===== config.mk =====
export PLATFORM = sky130hd
export DESIGN_NAME = jtsbaskt_objscan_flat
export DESIGN_NICKNAME = d
export VERILOG_FILES = /design/src/rtl/jtsbaskt_obj_pkg.sv /design/src/rtl/jtsbaskt_objscan_if.sv /design/src/rtl/jtsbaskt_objscan_fetch.sv /design/src/rtl/jtsbaskt_objscan.sv /design/src/flat_wrapper.sv
export SDC_FILE = /design/constraint.sdc
export NUM_CORES = 1
export LEC_CHECK = 0
export BUFFER_PORTS_ARGS = -buffer_cell sky130_fd_sc_hd__buf_2
export CAP_MARGIN = 20
export CORE_UTILIZATION = 57
export DETAILED_ROUTE_END_ITERATION = 7
export HOLD_SLACK_MARGIN = 0.05
export PLACE_DENSITY = 0.81
export SETUP_SLACK_MARGIN = 0.02
export SLEW_MARGIN = 10
export SYNTH_ARGS = -nofsm -noshare
export SYNTH_HDL_FRONTEND = slang
export SYNTH_SLANG_ARGS = --single-unit

===== constraint.sdc =====
create_clock -name clk -period 4.5 [get_ports clk]
set_input_delay 0.9 -clock clk [delete_from_list [all_inputs] [get_ports clk]]
set_output_delay 0.9 -clock clk [all_outputs]
set_load 0.05 [all_outputs]

===== src/rtl/jtsbaskt_obj_pkg.sv =====
// Shared types and constants for the Super Basketball object scanner.
package jtsbaskt_obj_pkg;

    typedef enum logic [2:0] {
        ST_IDLE,
        ST_FETCH,
        ST_CHECK,
        ST_OFFER,
        ST_DONE
    } obj_state_t;

    localparam int unsigned CODE = 0;
    localparam int unsigned ATTR = 1;
    localparam int unsigned XPOS = 2;
    localparam int unsigned YPOS = 3;

    localparam int unsigned HFLIP = 6;
    localparam int unsigned VFLIP = 7;

    localparam int unsigned SPR_H      = 16;
    localparam int unsigned LINE_LIMIT = 24;

endpackage


===== src/rtl/jtsbaskt_objscan_if.sv =====
// Scanner-to-line-drawer handshake: decoded sprite parameters under valid/ready.
interface jtsbaskt_objscan_if;
    logic       draw_valid;
    logic       draw_ready;
    logic [7:0] draw_code;
    logic [3:0] draw_pal;
    logic       draw_hflip;
    logic       draw_vflip;
    logic [7:0] draw_x;
    logic [3:0] draw_ysub;

    modport master (
        output draw_valid, draw_code, draw_pal, draw_hflip, draw_vflip, draw_x, draw_ysub,
        input  draw_ready
    );

    modport slave (
        input  draw_valid, draw_code, draw_pal, draw_hflip, draw_vflip, draw_x, draw_ysub,
        output draw_ready
    );
endinterface


===== src/rtl/jtsbaskt_objscan_fetch.sv =====
// Four-byte sprite entry reader: issues {bank,index,0..3} and captures the
// returned bytes one clock later; done pulses once the last byte is held.
module jtsbaskt_objscan_fetch
    import jtsbaskt_obj_pkg::*;
#(
    parameter int unsigned AW = 9
)(
    input  logic          clk,
    input  logic          rst,
    input  logic          start,
    input  logic          bank,
    input  logic [AW-4:0] index,
    output logic [AW-1:0] ram_addr,
    input  logic [7:0]    ram_data,
    output logic          done,
    output logic [7:0]    code,
    output logic [7:0]    attr,
    output logic [7:0]    xpos,
    output logic [7:0]    ypos
);
    logic [2:0] cnt;
    logic       active;
    logic [7:0] cap [4];
    logic [1:0] cidx;

    // cnt-2 is the byte whose data is on ram_data this cycle
    assign cidx = 2'(cnt - 3'd2);

    always_ff @(posedge clk or posedge rst) begin
        if (rst) begin
            ram_addr <= '0;
            cnt      <= '0;
            active   <= 1'b0;
            for (int unsigned i = 0; i < 4; i++) cap[i] <= '0;
        end else if (start) begin
            ram_addr <= {bank, index, 2'(CODE)};
            cnt      <= 3'd1;
            active   <= 1'b1;
        end else if (active) begin
            if (cnt < 3'd4) ram_addr[1:0] <= cnt[1:0];
            if (cnt >= 3'd2) cap[cidx] <= ram_data;
            if (cnt == 3'd5) active <= 1'b0;
            cnt <= cnt + 3'd1;
        end
    end

    assign done = active && (cnt == 3'd5);
    assign code = cap[2'(CODE)];
    assign attr = cap[2'(ATTR)];
    assign xpos = cap[2'(XPOS)];
    assign ypos = cap[2'(YPOS)];
endmodule


===== src/rtl/jtsbaskt_objscan.sv =====
// Object line scanner: selects sprites crossing the current line and offers them
// to the drawer. Define JTSBASKT_OBJ_LIMIT_EN to cap hand-overs at 24 per line.
module jtsbaskt_objscan
    import jtsbaskt_obj_pkg::*;
#(
    parameter int unsigned NSPR = 64,
    parameter int unsigned AW   = 9
)(
    input  logic                 clk,
    input  logic                 rst,
    input  logic                 pxl_cen,
    input  logic                 hinit,
    input  logic [7:0]           vrender,
    input  logic                 flip,
    input  logic                 obj_frame,
    output logic [AW-1:0]        ram_addr,
    input  logic [7:0]           ram_data,
    jtsbaskt_objscan_if.master   draw,
    output logic                 scan_busy,
    output logic [5:0]           hit_cnt
);
    localparam int unsigned IW = AW - 3;

    obj_state_t    st;
    logic          restart, last, hit, at_limit, vflip_n;
    logic          bank_l, flip_l, valid_q;
    logic          f_start, f_bank, f_done;
    logic [IW-1:0] idx, f_idx;
    logic [7:0]    veff, ydiff, code, attr, xpos, ypos;
    logic [7:0]    code_q, x_q;
    logic [3:0]    pal_q, ysub_q;
    logic          hflip_q, vflip_q;
    logic [1:0]    unused_attr;

    assign restart     = hinit & pxl_cen;
    assign last        = (idx == IW'(NSPR - 1));
    assign ydiff       = veff - ypos;
    assign hit         = (ydiff < 8'(SPR_H));
    assign vflip_n     = attr[VFLIP] ^ flip_l;
    assign unused_attr = attr[5:4];

`ifdef JTSBASKT_OBJ_LIMIT_EN
    assign at_limit = (hit_cnt == 6'(LINE_LIMIT - 1));
`else
    assign at_limit = 1'b0;
`endif

    // Next fetch is launched on the same edge that leaves CHECK/OFFER, so a
    // miss costs 6 clocks and a ready-high hit 7.
    always_comb begin
        f_start = 1'b0;
        f_bank  = bank_l;
        f_idx   = idx + IW'(1);
        if (restart) begin
            f_start = 1'b1;
            f_bank  = obj_frame;
            f_idx   = '0;
        end else if (st == ST_CHECK && !hit && !last) begin
            f_start = 1'b1;
        end else if (st == ST_OFFER && draw.draw_ready && !last && !at_limit) begin
            f_start = 1'b1;
        end
    end

    jtsbaskt_objscan_fetch #(.AW(AW)) u_fetch (
        .clk      (clk),
        .rst      (rst),
        .start    (f_start),
        .bank     (f_bank),
        .index    (f_idx),
        .ram_addr (ram_addr),
        .ram_data (ram_data),
        .done     (f_done),
        .code     (code),
        .attr     (attr),
        .xpos     (xpos),
        .ypos     (ypos)
    );

    always_ff @(posedge clk or posedge rst) begin
        if (rst) begin
            st        <= ST_IDLE;
            bank_l    <= 1'b0;
            flip_l    <= 1'b0;
            veff      <= '0;
            idx       <= '0;
            hit_cnt   <= '0;
            scan_busy <= 1'b0;
            valid_q   <= 1'b0;
            code_q    <= '0;
            pal_q     <= '0;
            hflip_q   <= 1'b0;
            vflip_q   <= 1'b0;
            x_q       <= '0;
            ysub_q    <= '0;
        end else if (restart) begin
            st        <= ST_FETCH;
            bank_l    <= obj_frame;
            flip_l    <= flip;
            veff      <= flip ? ~vrender : vrender;
            idx       <= '0;
            hit_cnt   <= '0;
            scan_busy <= 1'b1;
            valid_q   <= 1'b0;
        end else begin
            case (st)
                ST_FETCH: if (f_done) st <= ST_CHECK;
                ST_CHECK: begin
                    if (hit) begin
                        st      <= ST_OFFER;
                        valid_q <= 1'b1;
                        code_q  <= code;
                        pal_q   <= attr[3:0];
                        hflip_q <= attr[HFLIP] ^ flip_l;
                        vflip_q <= vflip_n;
                        x_q     <= flip_l ? ~xpos : xpos;
                        ysub_q  <= ydiff[3:0] ^ {4{vflip_n}};
                    end else if (last) begin
                        st        <= ST_DONE;
                        scan_busy <= 1'b0;
                    end else begin
                        st  <= ST_FETCH;
                        idx <= idx + IW'(1);
                    end
                end
                ST_OFFER: begin
                    if (draw.draw_ready) begin
                        valid_q <= 1'b0;
                        hit_cnt <= hit_cnt + 6'd1;
                        if (last || at_limit) begin
                            st        <= ST_DONE;
                            scan_busy <= 1'b0;
                        end else begin
                            st  <= ST_FETCH;
                            idx <= idx + IW'(1);
                        end
                    end
                end
                ST_DONE: st <= ST_IDLE;
                default: st <= ST_IDLE;
            endcase
        end
    end

    // A restart withdraws a pending offer in the very cycle it is requested
    assign draw.draw_valid = valid_q & ~restart;
    assign draw.draw_code  = code_q;
    assign draw.draw_pal   = pal_q;
    assign draw.draw_hflip = hflip_q;
    assign draw.draw_vflip = vflip_q;
    assign draw.draw_x     = x_q;
    assign draw.draw_ysub  = ysub_q;
endmodule


===== src/flat_wrapper.sv =====
// flat-port wrapper written by rule: the top's interface ports become plain ports
module jtsbaskt_objscan_flat import jtsbaskt_obj_pkg::*;
#(
    parameter int unsigned NSPR = 64,
    parameter int unsigned AW   = 9
)
  (clk, rst, pxl_cen, hinit, vrender, flip, obj_frame, ram_addr, ram_data, scan_busy, hit_cnt, draw_draw_valid, draw_draw_code, draw_draw_pal, draw_draw_hflip, draw_draw_vflip, draw_draw_x, draw_draw_ysub, draw_draw_ready);
  jtsbaskt_objscan_if draw_i ();
  input  logic clk;
  input  logic rst;
  input  logic pxl_cen;
  input  logic hinit;
  input  logic [7:0] vrender;
  input  logic flip;
  input  logic obj_frame;
  output logic [AW-1:0] ram_addr;
  input  logic [7:0] ram_data;
  output logic scan_busy;
  output logic [5:0] hit_cnt;
  output wire logic [$bits(draw_i.draw_valid)-1:0] draw_draw_valid;
  output wire logic [$bits(draw_i.draw_code)-1:0] draw_draw_code;
  output wire logic [$bits(draw_i.draw_pal)-1:0] draw_draw_pal;
  output wire logic [$bits(draw_i.draw_hflip)-1:0] draw_draw_hflip;
  output wire logic [$bits(draw_i.draw_vflip)-1:0] draw_draw_vflip;
  output wire logic [$bits(draw_i.draw_x)-1:0] draw_draw_x;
  output wire logic [$bits(draw_i.draw_ysub)-1:0] draw_draw_ysub;
  input wire logic [$bits(draw_i.draw_ready)-1:0] draw_draw_ready;
  assign draw_draw_valid = draw_i.draw_valid;
  assign draw_draw_code = draw_i.draw_code;
  assign draw_draw_pal = draw_i.draw_pal;
  assign draw_draw_hflip = draw_i.draw_hflip;
  assign draw_draw_vflip = draw_i.draw_vflip;
  assign draw_draw_x = draw_i.draw_x;
  assign draw_draw_ysub = draw_i.draw_ysub;
  assign draw_i.draw_ready = draw_draw_ready;
  jtsbaskt_objscan #(.NSPR(NSPR), .AW(AW)) u_core (.clk(clk), .rst(rst), .pxl_cen(pxl_cen), .hinit(hinit), .vrender(vrender), .flip(flip), .obj_frame(obj_frame), .ram_addr(ram_addr), .ram_data(ram_data), .draw(draw_i), .scan_busy(scan_busy), .hit_cnt(hit_cnt));
endmodule

==> qor.csv, run 1 <==
stage;metric;value;unit
grt;M1 GR Usage;0.291;
logic_synthesis;async set or reset register ratio after synthesis;1.00;
die;core area;7890;µm²
cts;# resized after CTS;0;
logic_synthesis;Primary FF master, synth;dfrtp_1;
pwr;Sw Pwr;1.18;mW
logic_synthesis;ranking of synthesized cells by area;dfrtp_1 51%, mux2_2 6.9%, mux2_4 6.3%;
sta;WHS;450;ps
sta;Final Max Tran Viols;0;
placed_design;IO Port Bufs;65;
cts;CTS clk-pin slew, worst paths;120;ps
setup_path;reg2reg end;u_core.draw.draw_code[1];
die;Starting Density;0.600;
finish;layout net count;491;
cts;htree depth;3;
die;Die Y-Extent;93.2;µm
grt;GR Util met2;0.376;
logic_synthesis;Cells after Synth;389;
setup_path;maximum fanout along the worst path;26;
logic_synthesis;Syn Area/Cell;12.2;µm²
sta;clock skew;13.4;ps
routing;initial drt markers;138;
cts;Hold Buf Count CTS;0;
sta;slew at the pin with the worst max-slew slack;595;ps
die;DIE WIDTH;93.2;µm
sta;Final period util;0.723;
setup_path;critical path class;flop to flop;
sta;maximum clock rate;0.307;GHz
grt;gr busiest metal;met2;
routing;total wire length;8960;µm
grt;total gr overflow;0;
setup_path;required time of the critical path;4770;ps
sta;Rel. slew slack;0.602;
logic_synthesis;synth warn;0;
placed_design;Final GP Congestion;0.820;
grt;met3 usage;0.0382;
sta;Worst Slack Setup Final;1250;ps
worst_hold_path;Worst Hold Class;input pin to async pin;
logic_synthesis;Post-synth top cells;96 x dfrtp_1, 42 x nand2_1, 29 x mux2_2;
sta;Final Hold Vio Count;0;
pwr;Lkg Pwr;2.77;nW
placed_design;post-detail-place hpwl;6440;µm
finish;number of diodes;0;
cts;Num CTS Buffers;9;
setup_path;crit path DAT;3520;ps
logic_synthesis;Seq/Total Area, Yosys;0.507;
finish;share of post-route cells with drive strength above 1;0.319;
grt;first-pass GRT wire length;15200;µm
sta;RSZ-0062 raised after global routing;no;
finish;Fill cells;595;
setup_path;startpoint types;flop;
logic_synthesis;dominant cell type by area after synthesis;dfrtp_1;
cts;clock tree buffer depth;2;
setup_path;RR Startpoint;u_core.u_fetch.ypos[2];
die;DIE AREA;8680;µm²
routing;wire length per cell;16.0;µm
sta;Final Setup Violations;0;
finish;Area Overhead vs Synth;12.9;%
pwr;switching power share of the total;0.392;
grt;Overall Global Routing Usage;0.230;
die;row count;32;
pwr;Gate power share;0.392;
placed_design;Placed Area;5130;µm²
outcome;outcome;finished clean;
logic_synthesis;count of cell types in the netlist;50;
pwr;Internal Power;1.84;mW
die;I/O pin count;66;
logic_synthesis;top-area cell type share of the netlist area;0.507;
grt;largest net degree at the start of global routing;46;
routing;router iterations before antenna repair;4;
grt;vias in the first global route;3217;
setup_path;R2R setup slack;1250;ps
cts;clock latency on the worst-skew pair;380;ps
sta;setup TNS;0;ps
pwr;worst vdd ir;0.000288;V
placed_design;dpl ws;1290;ps
cts;CTS tree;done;
finish;final instance area;5350;µm²
sta;post-layout min period;3250;ps
logic_synthesis;top-count cell post-synth;dfrtp_1;
routing;Avg Vias per Cell;5.53;
logic_synthesis;Post-synth EDFFs;0;
pwr;Pwr Density;565;nW/µm²
cts;number of buffers added for setup after CTS;0;
setup_path;R2R cell count;9;
cts;Clk Tree Root Cell;clkbuf_8;
logic_synthesis;synthesized area;4740;µm²
routing;DRC viols;0;
job;max-cap check violation count;0;
logic_synthesis;Yosys reg bits;96;
routing;via count;3094;
grt;initial antenna violation count;0;
pwr;Seq pwr share;0.416;
setup_path;crit end category;flop;
routing;Routed Antenna Nets;0;
pwr;clock power share;0.191;
cts;clock sinks;96;
logic_synthesis;syn nets;427;
-- critical path, stage by stage (launching register included) --
cell and delay (ps):
dfrtp_1 380, inv_1 70, ha_1 370, nor2b_4 160
a221oi_2 410, o21ai_1 190, xnor2_2 270, and2_1 370
nand3_4 450, mux2_4 460
-- metal layers --
layer  vias up  share of wire  wire length [µm]
met5         -              0                 0
met4         0          0.034               302
met3        21          0.035               316
met2        75           0.48              4310
met1      1531           0.45              4030
li1       1467              -                 -
-- sequential cells by signal, summed over array words and instances, names as in the netlist, 3 cells and up --
register and cells:
u_core.hit_cnt 6, u_core.st 3, u_core.u_fetch.xpos 8, u_core.u_fetch.ram_addr 9, u_core.u_fetch.cnt 3, u_core.draw.draw_pal 4
u_core.idx 6, u_core.u_fetch.attr 6, u_core.veff 8, u_core.u_fetch.ypos 8, u_core.draw.draw_code 8, u_core.draw.draw_ysub 4
u_core.draw.draw_x 8, u_core.u_fetch.code 8
-- cell families after synthesis --
family | count (synthesis) | synth area share
AO/OA/AOI/OAI | 39 | 0.0623
buffers and inverters | 31 | 0.0288
adder cells (fa/ha/maj) | 15 | 0.0412
AND/OR/NAND/NOR | 97 | 0.103
flip-flops | 96 | 0.507
XOR/XNOR | 37 | 0.0700
multiplexers | 74 | 0.188
-- worst max-delay path by stage --
stage	from	endpoint	slack, ps	depth (start not counted)
2_1_floorplan	rst	u_core.bank_l	1090	1
3_3_place_gp	u_core.veff[0]	u_core.draw.draw_vflip	1420	11
3_5_place_dp	u_core.u_fetch.ypos[2]	u_core.u_fetch.ram_addr[2]	1290	9
4_1_cts	u_core.u_fetch.ypos[2]	u_core.draw.draw_code[1]	1280	9
5_1_grt	u_core.u_fetch.ypos[2]	u_core.draw.draw_code[0]	1050	9
6_report	u_core.u_fetch.ypos[2]	u_core.draw.draw_code[1]	1250	9
-- placed cells by master (no fill, tap or decap), drive strengths merged, types with 2 or more instances in the layout --
| master | count |
|---|---|
| dfrtp | 96 |
| buf | 69 |
| mux2 | 58 |
| nand2 | 42 |
| xnor2 | 19 |
| xor2 | 18 |
| inv | 18 |
| mux2i | 16 |
| ha | 14 |
| nor2 | 13 |
| nand3 | 10 |
| o21ai | 10 |
| clkbuf | 9 |
| a21oi | 8 |
| nand4 | 7 |
| nand2b | 6 |
| nor2b | 6 |
| and2 | 5 |
| clkinv | 4 |
| and3 | 3 |
| a211oi | 3 |
| o22ai | 2 |
| o31ai | 2 |
| a22oi | 2 |
| nor3 | 2 |
-- metrics by stage --
| step | total power [mW] | util | instances |
|---|---|---|---|
| floorplan | 2.20 | - | 389 |
| global placement | 2.39 | 0.651 | 543 |
| detailed placement | 2.46 | 0.651 | 543 |
| CTS | 3.04 | 0.677 | 559 |
| global route | 3.22 | 0.678 | 560 |
| finish | 3.02 | 0.678 | 560 |
-- power groups by stage --
stage / logic (mW) / registers, mW / clock network, mW
after floorplan: 0.811 / 1.39 / 0
after CTS: 1.19 / 1.26 / 0.592
after global placement: 1.13 / 1.26 / 0
after global routing: 1.30 / 1.29 / 0.624
after detailed placement: 1.19 / 1.27 / 0
final: 1.19 / 1.26 / 0.578
-- cell type report --
class	instances	area (µm²)	share of cell area
sequential	96	2400	0.449
clock inverter	7	83.8	0.0157
tap	102	128	0.0239
timing repair buffer	69	355	0.0664
clock buffer	9	124	0.0232
inverter	15	57.6	0.0108
multi-input combinational	262	2200	0.411
No activity file was read; power rests on OpenSTA's default activity.
==> run 2, diff against run 1 <==
CORE_UTILIZATION = 52   (was 57)
PLACE_DENSITY = 0.78   (was 0.81)
clock period = 2.8 ns   (was 4.5 ns; I/O delays follow)
==> run 2 against run 1 <==
Net effect:
- global-route usage shrank 3.3 points
- clock skew down 0.96 ps
- critical path depth increased by 4
- count of clock-buffer cells in the layout stayed put
- combinational power grew 74%
- sequential share of layout area shrank 1.8 points
- design area increased by 4.3%
- power up 65%
- non-clock buffer count up 12
- highest routed layer unchanged
==> qor.csv, run 2 (same netlist as run 1, synthesis figures left out) <==
stage;metric;value;unit;change
outcome;outcome;finished clean;;
setup_path;Worst path most repeated cell;buf_12;;
routing;total wire length;8780;µm;-2.0%
grt;total gr overflow;0;;unchanged
pwr;Lkg Pwr;2.85;nW;+3.1%
setup_path;startpoint types;flop;;
cts;htree depth;3;;unchanged
setup_path;crit end category;flop;;
routing;router iterations before antenna repair;6;;+2
routing;initial drt markers;138;;unchanged
die;core area;8760;µm²;+11%
die;row count;34;;+6.3%
finish;most frequent cells in the layout;96 x dfrtp_1, 65 x buf_2, 42 x nand2_1, 29 x mux2_2, 21 x mux2_4;;
sta;clock skew;12.4;ps;-0.958 ps
placed_design;IO Port Bufs;65;;unchanged
setup_path;critical path's slowest cell;fa_2;;
sta;Final Setup Violations;0;;unchanged
die;Die Y-Extent;97.4;µm;+4.6%
cts;Num CTS Buffers;9;;unchanged
setup_path;Crit path largest cell delay;410;ps;-50 ps
routing;via count;3112;;+0.58%
sta;RSZ-0062 raised after global routing;yes;;
sta;slew at the pin with the worst max-slew slack;775;ps;+180 ps
sta;Final Max Tran Viols;0;;unchanged
setup_path;maximum fanout along the worst path;8;;-69%
die;Starting Density;0.540;;-0.0600
cts;clock latency on the worst-skew pair;380;ps;about the same
die;DIE AREA;9490;µm²;+9.4%
cts;clock sinks;96;;unchanged
sta;post-layout min period;2680;ps;-573 ps
finish;number of diodes;0;;unchanged
worst_hold_path;Worst Hold Class;input pin to async pin;;
pwr;total chip power;5.00;mW;+65%
pwr;Pwr Density;897;nW/µm²;+59%
finish;register area;2400;µm²;unchanged
cts;CTS clk-pin slew, worst paths;100;ps;-20 ps
finish;layout net count;503;;+2.4%
grt;Overall Global Routing Usage;0.197;;-0.0328
finish;commonest non-fill, non-tap cell in the layout;dfrtp_1;;
finish;Area Overhead vs Synth;17.7;%;
placed_design;post-detail-place hpwl;6120;µm;-5.0%
setup_path;CP top delay family;compound AO/OA/AOI/OAI gates;;
pwr;worst vdd ir;0.000505;V;+75%
job;max-cap check violation count;0;;unchanged
finish;Fill cells;678;;+14%
sta;Final Hold Vio Count;0;;unchanged
routing;wire length per cell;15.2;µm;-5.0%
setup_path;Cell Chain, Critical Path;inv_2 > ha_1 > inv_1 > fa_2 > a21oi_2 > o21bai_1 > a211oi_2 > o211a_1 > a21boi_4 > buf_12 > a21oi_4 > buf_12 > mux2_2;;
setup_path;required time of the critical path;3070;ps;-1700 ps
sta;Final period util;0.957;;+0.234
sta;Rel. slew slack;0.482;;-0.121
die;DIE WIDTH;97.4;µm;+4.6%
placed_design;Final GP Congestion;0.839;;+2.3%
grt;first-pass GRT wire length;14700;µm;-3.4%
finish;share of post-route cells with drive strength above 1;0.351;;+0.0323
routing;DRC viols;0;;unchanged
grt;largest net degree at the start of global routing;97;;+110%
setup_path;critical path class;flop to flop;;
finish;Most flops, register;u_core.u_fetch.ram_addr;;
routing;Routed Antenna Nets;0;;unchanged
die;I/O pin count;66;;unchanged
cts;clock tree buffer depth;2;;unchanged
grt;initial antenna violation count;0;;unchanged
cts;Clk Tree Root Cell;clkbuf_8;;
grt;vias in the first global route;3090;;-3.9%
setup_path;Critical path buffers and inverters;4;;+3
finish;non-filler cells, final;578;;+3.2%
placed_design;placed insts;558;;+2.8%
sta;maximum clock rate;0.373;GHz;+21%
setup_path;crit path DAT;2950;ps;-570 ps
cts;CTS tree;done;;
routing;Avg Vias per Cell;5.38;;-2.6%
finish;max reg flops;9;;unchanged
finish;area of the multi-input gates;2250;µm²;+2.4%
[run 2: timing repair]
item	in CTS	in global routing
setup endpoints to repair	8	74
pin swaps	0	6
setup buffers	0	4
hold buffers	0	0
resized for setup	1	11
[run 2: power breakdown]
part / switching (mW) / internal (mW)
clock network: 0.551 / 0.355
registers: 0.272 / 1.75
logic: 1.09 / 0.984
total: 1.91 / 3.09
[run 2: layer usage]
layer	track usage	up-vias	wire length, µm
met5	0	-	0
met4	0.0588	0	148
met3	0.0532	14	377
met2	0.322	76	4220
met1	0.258	1535	4040
li1	-	1487	-
[run 2: metrics by stage]
stage | worst slack, ps | util | TNS, ps | area [µm²] | hold slack [ps]
final | 120 | 0.636 | 0 | 5580 | 266
after CTS | 26.5 | 0.624 | 0 | 5470 | 330
after detailed placement | -61.7 | 0.600 | -425 | 5260 | 458
after global placement | 60.5 | 0.600 | 0 | 5260 | 454
after global routing | 13.6 | 0.636 | 0 | 5580 | 351
after floorplan | 134 | - | 0 | 4740 | 434
[run 2: worst reg2reg max path: cells and delay by family (launching register included)]
family                     cells  cell delay (ps)
adders and majority gates      2              550
AOI/OAI and AO/OA              6              880
DFF                            1              380
buffers and inverters          4              440
muxes                          1              330
[run 2: layout make-up]
type | count | area share
clock buffers | 9 | 0.0222
clock inverters | 7 | 0.0141
inverters | 15 | 0.0108
multi-input cells | 262 | 0.404
flip-flops and latches | 96 | 0.431
well taps | 108 | 0.0242
repair buffers | 81 | 0.0940
[run 2: worst paths after layout]
| path | slack (ps) | to | start | cells past startpoint |
|---|---|---|---|---|
| setup / recovery | 120 | u_core.u_fetch.code[5] | u_core.veff[0] | 13 |
| hold / removal | 270 | u_core.draw.draw_ysub[2] | rst | 3 |
| setup reg to reg | 120 | u_core.u_fetch.code[5] | u_core.veff[0] | 13 |
| hold reg to reg | 480 | u_core.bank_l | u_core.bank_l | 2 |
| max in group asynchronous | 2090 | u_core.u_fetch.ypos[2] | rst | 3 |
| min in group clk | 400 | u_core.bank_l | obj_frame | 3 |
